==> src/rtl/matmul_apb_slave.sv <==
// rtl/matmul_apb_slave.sv - APB responder for the matmul accelerator: register/operand decode, result storage, start/busy tracking.
// Writes complete in the first ACCESS cycle; reads register data and complete one cycle later.
module matmul_apb_slave #(
  parameter int DATA_WIDTH = 8,
  parameter int BUS_WIDTH  = 32,
  parameter int ADDR_WIDTH = 16,
  parameter int MAX_DIM    = BUS_WIDTH / DATA_WIDTH
) (
  input  logic                           clk_i,
  input  logic                           rst_i,
  input  logic                           psel_i,
  input  logic                           penable_i,
  input  logic                           pwrite_i,
  input  logic [MAX_DIM-1:0]             pstrb_i,
  input  logic [BUS_WIDTH-1:0]           pwdata_i,
  input  logic [ADDR_WIDTH-1:0]          paddr_i,
  output logic                           pready_o,
  output logic                           pslverr_o,
  output logic [BUS_WIDTH-1:0]           prdata_o,
  output logic                           busy_o,
  output logic                           start_o,
  output logic [BUS_WIDTH-1:0]           ctrl_o,
  input  logic [$clog2(MAX_DIM)-1:0]     a_raddr_i,
  output logic [BUS_WIDTH-1:0]           a_rdata_o,
  input  logic [$clog2(MAX_DIM)-1:0]     b_raddr_i,
  output logic [BUS_WIDTH-1:0]           b_rdata_o,
  input  logic                           sp_we_i,
  input  logic [2*$clog2(MAX_DIM)-1:0]   sp_waddr_i,
  input  logic [BUS_WIDTH-1:0]           sp_wdata_i,
  input  logic                           flags_we_i,
  input  logic [BUS_WIDTH-1:0]           flags_i,
  input  logic                           done_i
);

  localparam int LW  = $clog2(MAX_DIM);
  localparam int NSP = MAX_DIM * MAX_DIM;

  typedef enum logic [1:0] {IDLE, SETUP, ACCESS, RDWAIT} state_e;

  state_e                 state_q, state_d;
  logic [BUS_WIDTH-1:0]   ctrl_q, ctrl_d;
  logic                   busy_q, busy_d;
  logic                   start_q, start_d;
  logic [BUS_WIDTH-1:0]   prdata_q, prdata_d;
  logic                   rd_err_q, rd_err_d;
  logic [BUS_WIDTH-1:0]   a_q [MAX_DIM];
  logic [BUS_WIDTH-1:0]   b_q [MAX_DIM];
  logic [BUS_WIDTH-1:0]   sp_q [NSP];
  logic [BUS_WIDTH-1:0]   flags_q;

  logic [4:0]             offset;
  logic [LW-1:0]          line_idx;
  logic [2*LW-1:0]        elem_idx;
  logic                   is_ctrl, is_a, is_b, is_flags, is_sp, mapped;
  logic                   access_ok, wr_err, wr_fire, rd_fire, launch;
  logic [BUS_WIDTH-1:0]   rd_data;
  logic                   unused_paddr;

  function automatic logic [BUS_WIDTH-1:0] merge_lanes(input logic [BUS_WIDTH-1:0] old_v,
                                                        input logic [BUS_WIDTH-1:0] new_v,
                                                        input logic [MAX_DIM-1:0]   strb);
    logic [BUS_WIDTH-1:0] res;
    res = old_v;
    for (int k = 0; k < MAX_DIM; k++) begin
      if (strb[k]) res[k*DATA_WIDTH +: DATA_WIDTH] = new_v[k*DATA_WIDTH +: DATA_WIDTH];
    end
    return res;
  endfunction

  assign offset       = paddr_i[4:0];
  assign line_idx     = paddr_i[5 +: LW];
  assign elem_idx     = paddr_i[5 +: 2*LW];
  assign unused_paddr = ^paddr_i[ADDR_WIDTH-1:5+2*LW];

  assign is_ctrl  = (offset == 5'h00);
  assign is_a     = (offset == 5'h04);
  assign is_b     = (offset == 5'h08);
  assign is_flags = (offset == 5'h0C);
  assign is_sp    = (offset == 5'h10);
  assign mapped   = is_ctrl | is_a | is_b | is_flags | is_sp;

  // Only CONTROL/A/B are writable, and only while the core is idle.
  assign wr_err    = !(is_ctrl | is_a | is_b) | busy_q;
  assign access_ok = (state_q == ACCESS) && psel_i;
  assign wr_fire   = access_ok && pwrite_i && !wr_err;
  assign rd_fire   = access_ok && !pwrite_i;
  assign launch    = wr_fire && is_ctrl && pstrb_i[0] && pwdata_i[0];

  always_comb begin
    rd_data = '0;
    if (is_ctrl)       rd_data = ctrl_q;
    else if (is_a)     rd_data = a_q[line_idx];
    else if (is_b)     rd_data = b_q[line_idx];
    else if (is_flags) rd_data = flags_q;
    else if (is_sp)    rd_data = sp_q[elem_idx];
  end

  always_comb begin
    state_d = state_q;
    case (state_q)
      IDLE:   if (psel_i && !penable_i) state_d = SETUP;
      SETUP:  if (!psel_i) state_d = IDLE;
              else if (penable_i) state_d = ACCESS;
      ACCESS: if (!psel_i || pwrite_i) state_d = IDLE;
              else state_d = RDWAIT;
      RDWAIT: state_d = IDLE;
      default: state_d = IDLE;
    endcase
  end

  always_comb begin
    ctrl_d   = ctrl_q;
    busy_d   = busy_q;
    start_d  = launch;
    prdata_d = prdata_q;
    rd_err_d = rd_err_q;
    if (wr_fire && is_ctrl) begin
      ctrl_d    = merge_lanes(ctrl_q, pwdata_i, pstrb_i);
      ctrl_d[0] = 1'b0;
    end
    if (launch)      busy_d = 1'b1;
    else if (done_i) busy_d = 1'b0;
    if (rd_fire) begin
      prdata_d = mapped ? rd_data : '0;
      rd_err_d = !mapped;
    end
  end

  always_ff @(posedge clk_i or posedge rst_i) begin
    if (rst_i) begin
      state_q  <= IDLE;
      ctrl_q   <= '0;
      busy_q   <= 1'b0;
      start_q  <= 1'b0;
      prdata_q <= '0;
      rd_err_q <= 1'b0;
    end else begin
      state_q  <= state_d;
      ctrl_q   <= ctrl_d;
      busy_q   <= busy_d;
      start_q  <= start_d;
      prdata_q <= prdata_d;
      rd_err_q <= rd_err_d;
    end
  end

  always_ff @(posedge clk_i or posedge rst_i) begin
    if (rst_i) begin
      for (int i = 0; i < MAX_DIM; i++) begin
        a_q[i] <= '0;
        b_q[i] <= '0;
      end
      for (int i = 0; i < NSP; i++) sp_q[i] <= '0;
      flags_q <= '0;
    end else begin
      if (wr_fire && is_a) a_q[line_idx] <= merge_lanes(a_q[line_idx], pwdata_i, pstrb_i);
      if (wr_fire && is_b) b_q[line_idx] <= merge_lanes(b_q[line_idx], pwdata_i, pstrb_i);
      if (sp_we_i)    sp_q[sp_waddr_i] <= sp_wdata_i;
      if (flags_we_i) flags_q <= flags_i;
    end
  end

  // Write responses are combinational in ACCESS; read responses come from the registered capture.
  assign pready_o  = (access_ok && pwrite_i) || (state_q == RDWAIT);
  assign pslverr_o = (access_ok && pwrite_i && wr_err) || ((state_q == RDWAIT) && rd_err_q);
  assign prdata_o  = prdata_q;
  assign busy_o    = busy_q;
  assign start_o   = start_q;
  assign ctrl_o    = ctrl_q;
  assign a_rdata_o = a_q[a_raddr_i];
  assign b_rdata_o = b_q[b_raddr_i];

endmodule
==> config.mk <==
export PLATFORM = sky130hd
export DESIGN_NAME = matmul_apb_slave
export DESIGN_NICKNAME = d
export VERILOG_FILES = /design/src/rtl/matmul_apb_slave.sv
export SDC_FILE = /design/constraint.sdc
export NUM_CORES = 2
export LEC_CHECK = 0
export BUFFER_PORTS_ARGS = -buffer_cell sky130_fd_sc_hd__buf_2
export CAP_MARGIN = 15
export CORE_AREA = 2 2 264 266
export DETAILED_ROUTE_END_ITERATION = 10
export DIE_AREA = 0 0 266 268
export PLACE_DENSITY = 0.88
export SLEW_MARGIN = 20
export SYNTH_ARGS = -nofsm -noshare
export SYNTH_HDL_FRONTEND = slang
export SYNTH_SLANG_ARGS = --single-unit
==> constraint.sdc <==
create_clock -name clk_i -period 57.9 [get_ports clk_i]
set_clock_uncertainty 0.05 [all_clocks]
set_input_delay 2.895 -clock clk_i [delete_from_list [all_inputs] [get_ports clk_i]]
set_output_delay 2.895 -clock clk_i [all_outputs]
set_load 0.005 [all_outputs]
==> flow_results.xml <==
<?xml version="1.0" encoding="UTF-8"?>
<metrics>
  <group name="critical_path">
    <metric name="critical_path_peak_fanout" unit="">15</metric>
    <metric name="rrSetupSlack" unit="ns">53.94</metric>
    <metric name="r2r-end" unit="">prdata_o[12]</metric>
    <metric name="cp_data_required_time" unit="ns">54.96</metric>
    <metric name="start_kind" unit="">primary input</metric>
    <metric name="rr_worst_depth" unit="">6</metric>
    <metric name="cp_data_arrival_time" unit="ns">4.46</metric>
    <metric name="timing.rr.start" unit="">state_q[0]</metric>
    <metric name="criticalPathCategory" unit="">primary input to output pin</metric>
    <metric name="worstSetupEndpointType" unit="">output pin</metric>
  </group>
  <group name="placed_design">
    <metric name="routabilityCongestion" unit="">0.9436</metric>
    <metric name="dp.final_hpwl" unit="um">75430</metric>
    <metric name="io_buffers" unit="">255</metric>
  </group>
  <group name="synthesis">
    <metric name="syn_nets" unit="">3057</metric>
    <metric name="synthesis.area" unit="um^2">40830</metric>
    <metric name="asyncSetResetFlopFracSynth" unit="%">100.0</metric>
    <metric name="syn-instance-count" unit="">2925</metric>
    <metric name="netlist-cell-type-count" unit="">46</metric>
    <metric name="synth.yosys.seq_area_share" unit="%">53.20</metric>
    <metric name="ys_warn_count" unit="">0</metric>
    <metric name="number_of_enable_type_register_cells_in_the_synthesized_netlist" unit="">0</metric>
    <metric name="synth_area_per_cell" unit="um^2">13.96</metric>
    <metric name="synth.ff_latch_count" unit="">868</metric>
    <metric name="most_used_flip_flop_cell_after_synthesis" unit="">dfrtp_1</metric>
  </group>
  <group name="worst_hold_path">
    <metric name="hold_path_depth" unit="">1</metric>
    <metric name="hold_end" unit="">prdata_o[29]</metric>
    <metric name="min-delay-start" unit="">prdata_o[29]</metric>
    <metric name="hp-class" unit="">flop to flop</metric>
  </group>
  <group name="route">
    <metric name="route.antenna.remaining_nets" unit="">0</metric>
    <metric name="avgViaCountPerCell" unit="">6.925</metric>
    <metric name="detail_route.first_pass.iterations" unit="">6</metric>
    <metric name="postRouteWirelength" unit="um">121200</metric>
    <metric name="drt_iter0_markers" unit="">3399</metric>
    <metric name="routedWlPerCell" unit="um">30.00</metric>
    <metric name="vias" unit="">27980</metric>
    <metric name="post-route-drc-count" unit="">0</metric>
  </group>
  <group name="die">
    <metric name="dieArea" unit="um^2">71290</metric>
    <metric name="fp.coreArea" unit="um^2">68230</metric>
    <metric name="dieWidth" unit="um">266</metric>
    <metric name="fp-row-count" unit="">96</metric>
    <metric name="num_io_pins" unit="">264</metric>
    <metric name="initial_core_utilization" unit="%">59.84</metric>
    <metric name="die_y" unit="um">268</metric>
  </group>
  <group name="sta">
    <metric name="final-hold-violation-count" unit="">0</metric>
    <metric name="finalSetupViolations" unit="">0</metric>
    <metric name="sum_neg_setup_slack" unit="ns">0</metric>
    <metric name="timing.final.max_slew_violations" unit="">0</metric>
    <metric name="unrepaired_setup_endpoints_after_global_routing" unit="">no</metric>
    <metric name="worstMarginPinSlew" unit="ns">1.246</metric>
    <metric name="final_min_period_over_clock_period" unit="%">12.78</metric>
    <metric name="worst_slew_margin_rel" unit="%">16.92</metric>
    <metric name="fmaxAchievable" unit="MHz">135.1</metric>
    <metric name="crit_path_time_final" unit="ns">7.402</metric>
  </group>
  <group name="clock_tree">
    <metric name="clk_root_buffer_cell" unit="">clkbuf_16</metric>
    <metric name="tritoncts_num_sinks" unit="">868</metric>
    <metric name="post_cts_resized" unit="">0</metric>
    <metric name="max-clock-path-buffers" unit="">3</metric>
    <metric name="holdBufCountCts" unit="">0</metric>
    <metric name="cts_tree" unit="">yes</metric>
    <metric name="setup_repair_bufs_after_cts" unit="">0</metric>
    <metric name="clkTransAtPathRegs" unit="ns">0.06</metric>
    <metric name="clk-insertion-delay-late" unit="ns">0.67</metric>
    <metric name="cts_buffers" unit="">89</metric>
    <metric name="cts_max_level" unit="">3</metric>
  </group>
  <group name="layout">
    <metric name="synthToLayoutAreaGrowth" unit="%">12.35</metric>
    <metric name="layout-drive-gt1-share" unit="%">44.66</metric>
    <metric name="final_net_count" unit="">3203</metric>
    <metric name="multi_input_comb_area" unit="um^2">18140</metric>
    <metric name="nFillCells" unit="">4363</metric>
    <metric name="sequential_cell_area" unit="um^2">21720</metric>
  </group>
  <group name="pwr">
    <metric name="vdd.ir_drop.worst" unit="uV">30.19</metric>
    <metric name="p_per_area" unit="nW/um^2">33.73</metric>
    <metric name="leakage" unit="nW">20.81</metric>
    <metric name="finalPower" unit="mW">1.547</metric>
  </group>
  <group name="global_routing">
    <metric name="grt_overflow" unit="">0</metric>
    <metric name="antenna_found_initial" unit="">18</metric>
    <metric name="grt_start_max_net_pins" unit="">211</metric>
    <metric name="grt_pass1_wl" unit="um">182300</metric>
    <metric name="groute.usage.overall" unit="%">34.27</metric>
    <metric name="vias_in_the_first_global_route" unit="">29580</metric>
  </group>
  <group name="outcome">
    <metric name="status" unit="">completed</metric>
  </group>
  <group name="run">
    <metric name="cap_violations" unit="">0</metric>
  </group>
</metrics>
## cells in the mapped netlist (4+ instances only)
cell	number	share of area [%]
a22oi_1	60	1.1
or3_1	11	0.17
nand3_1	6	0.074
o21ai_0	59	0.72
mux2_2	682	19
inv_1	11	0.10
dfrtp_1	868	53
o41ai_1	8	0.17
buf_2	66	0.81
a32oi_1	29	0.62
a221oi_1	32	0.69
clkbuf_1	136	1.3
a21oi_1	222	2.7
buf_1	38	0.35
mux2_1	14	0.39
nand2_1	59	0.54
nand2_2	5	0.077
buf_4	14	0.26
mux2i_1	67	1.6
nor3_2	4	0.098
nor3_4	4	0.16
nand2b_1	10	0.15
mux4_2	228	13
nor2b_1	8	0.12
nor2_1	229	2.1
a211o_1	24	0.51
## how the worst max path moves through the flow
stage | startpoint | endpoint | slack [ns] | cells past startpoint
3_5_place_dp | paddr_i[1] | pslverr_o | 50.52 | 7
3_3_place_gp | paddr_i[1] | pslverr_o | 50.50 | 7
4_1_cts | b_raddr_i[0] | b_rdata_o[25] | 50.52 | 4
6_report | paddr_i[1] | pslverr_o | 50.50 | 7
2_1_floorplan | rst_i | a_q[0] | 30.56 | 1
5_1_grt | paddr_i[1] | pslverr_o | 50.42 | 7
## cells in the final DEF (no fill, tap or decap), types with 3 or more instances in the layout
| cell | Yosys | final |
|---|---|---|
| a211o_1 | 24 | 24 |
| a21oi_1 | 222 | 222 |
| a221oi_1 | 32 | 32 |
| a22oi_1 | 60 | 60 |
| a32oi_1 | 29 | 29 |
| and2_1 | 3 | 3 |
| buf_2 | 66 | 253 |
| buf_4 | 14 | 48 |
| buf_6 | 0 | 3 |
| bufinv_16 | 0 | 7 |
| clkbuf_1 | 136 | 18 |
| clkbuf_16 | 0 | 90 |
| clkbuf_8 | 0 | 21 |
| clkinv_2 | 0 | 19 |
| clkinv_8 | 0 | 3 |
| clkinvlp_4 | 0 | 3 |
| dfrtp_1 | 868 | 868 |
| diode_2 | 0 | 14 |
| inv_1 | 11 | 10 |
| mux2_1 | 14 | 14 |
| mux2_2 | 682 | 682 |
| mux2i_1 | 67 | 67 |
| mux4_2 | 228 | 228 |
| nand2_1 | 59 | 58 |
| nand2_2 | 5 | 5 |
| nand2b_1 | 10 | 7 |
| nand2b_2 | 0 | 3 |
| nand3_1 | 6 | 6 |
| nor2_1 | 229 | 218 |
| nor2_4 | 0 | 9 |
| nor2b_1 | 8 | 5 |
| nor3_1 | 3 | 3 |
| nor3_4 | 4 | 7 |
| o21ai_0 | 59 | 58 |
| o21ai_1 | 2 | 3 |
| o41ai_1 | 8 | 7 |
| or3_1 | 11 | 9 |
## cell families (layout without fill, tap and decap cells)
| group | count (synthesis) | in the layout | synth area share [%] |
|---|---|---|---|
| and+or+nand+nor | 354 | 354 | 3.855 |
| buffers and inverters | 265 | 484 | 2.767 |
| AOI/OAI and AO/OA | 446 | 446 | 6.746 |
| other | 1 | 15 | 0.009185 |
| muxes | 991 | 991 | 33.42 |
| DFF | 868 | 868 | 53.20 |
## stage by stage
stage / hold slack, ns / util [%] / area, um^2 / cells / worst slack (ns)
3_5_place_dp: 0.4250 / 62.57 / 42690 / 3860 / 50.52
2_1_floorplan: 0.4087 / - / 40830 / 2925 / 30.56
3_3_place_gp: 0.4179 / 62.57 / 42690 / 3860 / 50.50
6_report: 0.4349 / 67.23 / 45870 / 4040 / 50.50
4_1_cts: 0.4394 / 67.05 / 45750 / 4024 / 50.52
5_1_grt: 0.4542 / 67.19 / 45840 / 4028 / 50.42
## registers in the layout (all words and copies together), names as in the netlist
| register | cells |
|---|---|
| prdata_o | 32 |
| flags_q | 32 |
| b_q | 128 |
| a_q | 128 |
| ctrl_o | 31 |
| busy_o | 1 |
| start_o | 1 |
| sp_q | 512 |
| state_q | 2 |
| rd_err_q | 1 |
## layout make-up
class | count | area share, %
well taps | 882 | 2.406
clock inverters | 36 | 1.015
diodes | 14 | 0.07638
clock buffers | 128 | 5.657
flip-flops and latches | 868 | 47.35
inverters | 11 | 0.1064
multi-input cells | 1792 | 39.54
repair buffers | 309 | 3.846
## report_power, final
| part | total [mW] | switching [mW] | internal (mW) |
|---|---|---|---|
| registers | 0.746 | 0.0510 | 0.695 |
| logic | 0.206 | 0.0894 | 0.117 |
| clock network | 0.596 | 0.250 | 0.346 |
## per-layer routing
layer	wire [um]	vias to the layer above	track usage, %
li1	-	11240	-
met1	42520	14530	42.22
met2	56510	1707	53.16
met3	12310	487	9.365
met4	9769	18	23.87
met5	105	-	0
## worst max-delay path: stages
cell     delay [ns]
buf_2          0.14
or3_1          0.74
nor3_1         0.32
nor3_1         0.07
a21oi_1        0.12
nor2b_1        0.05
buf_2          0.12
Note: power is estimated with default switching activity, not from simulation.
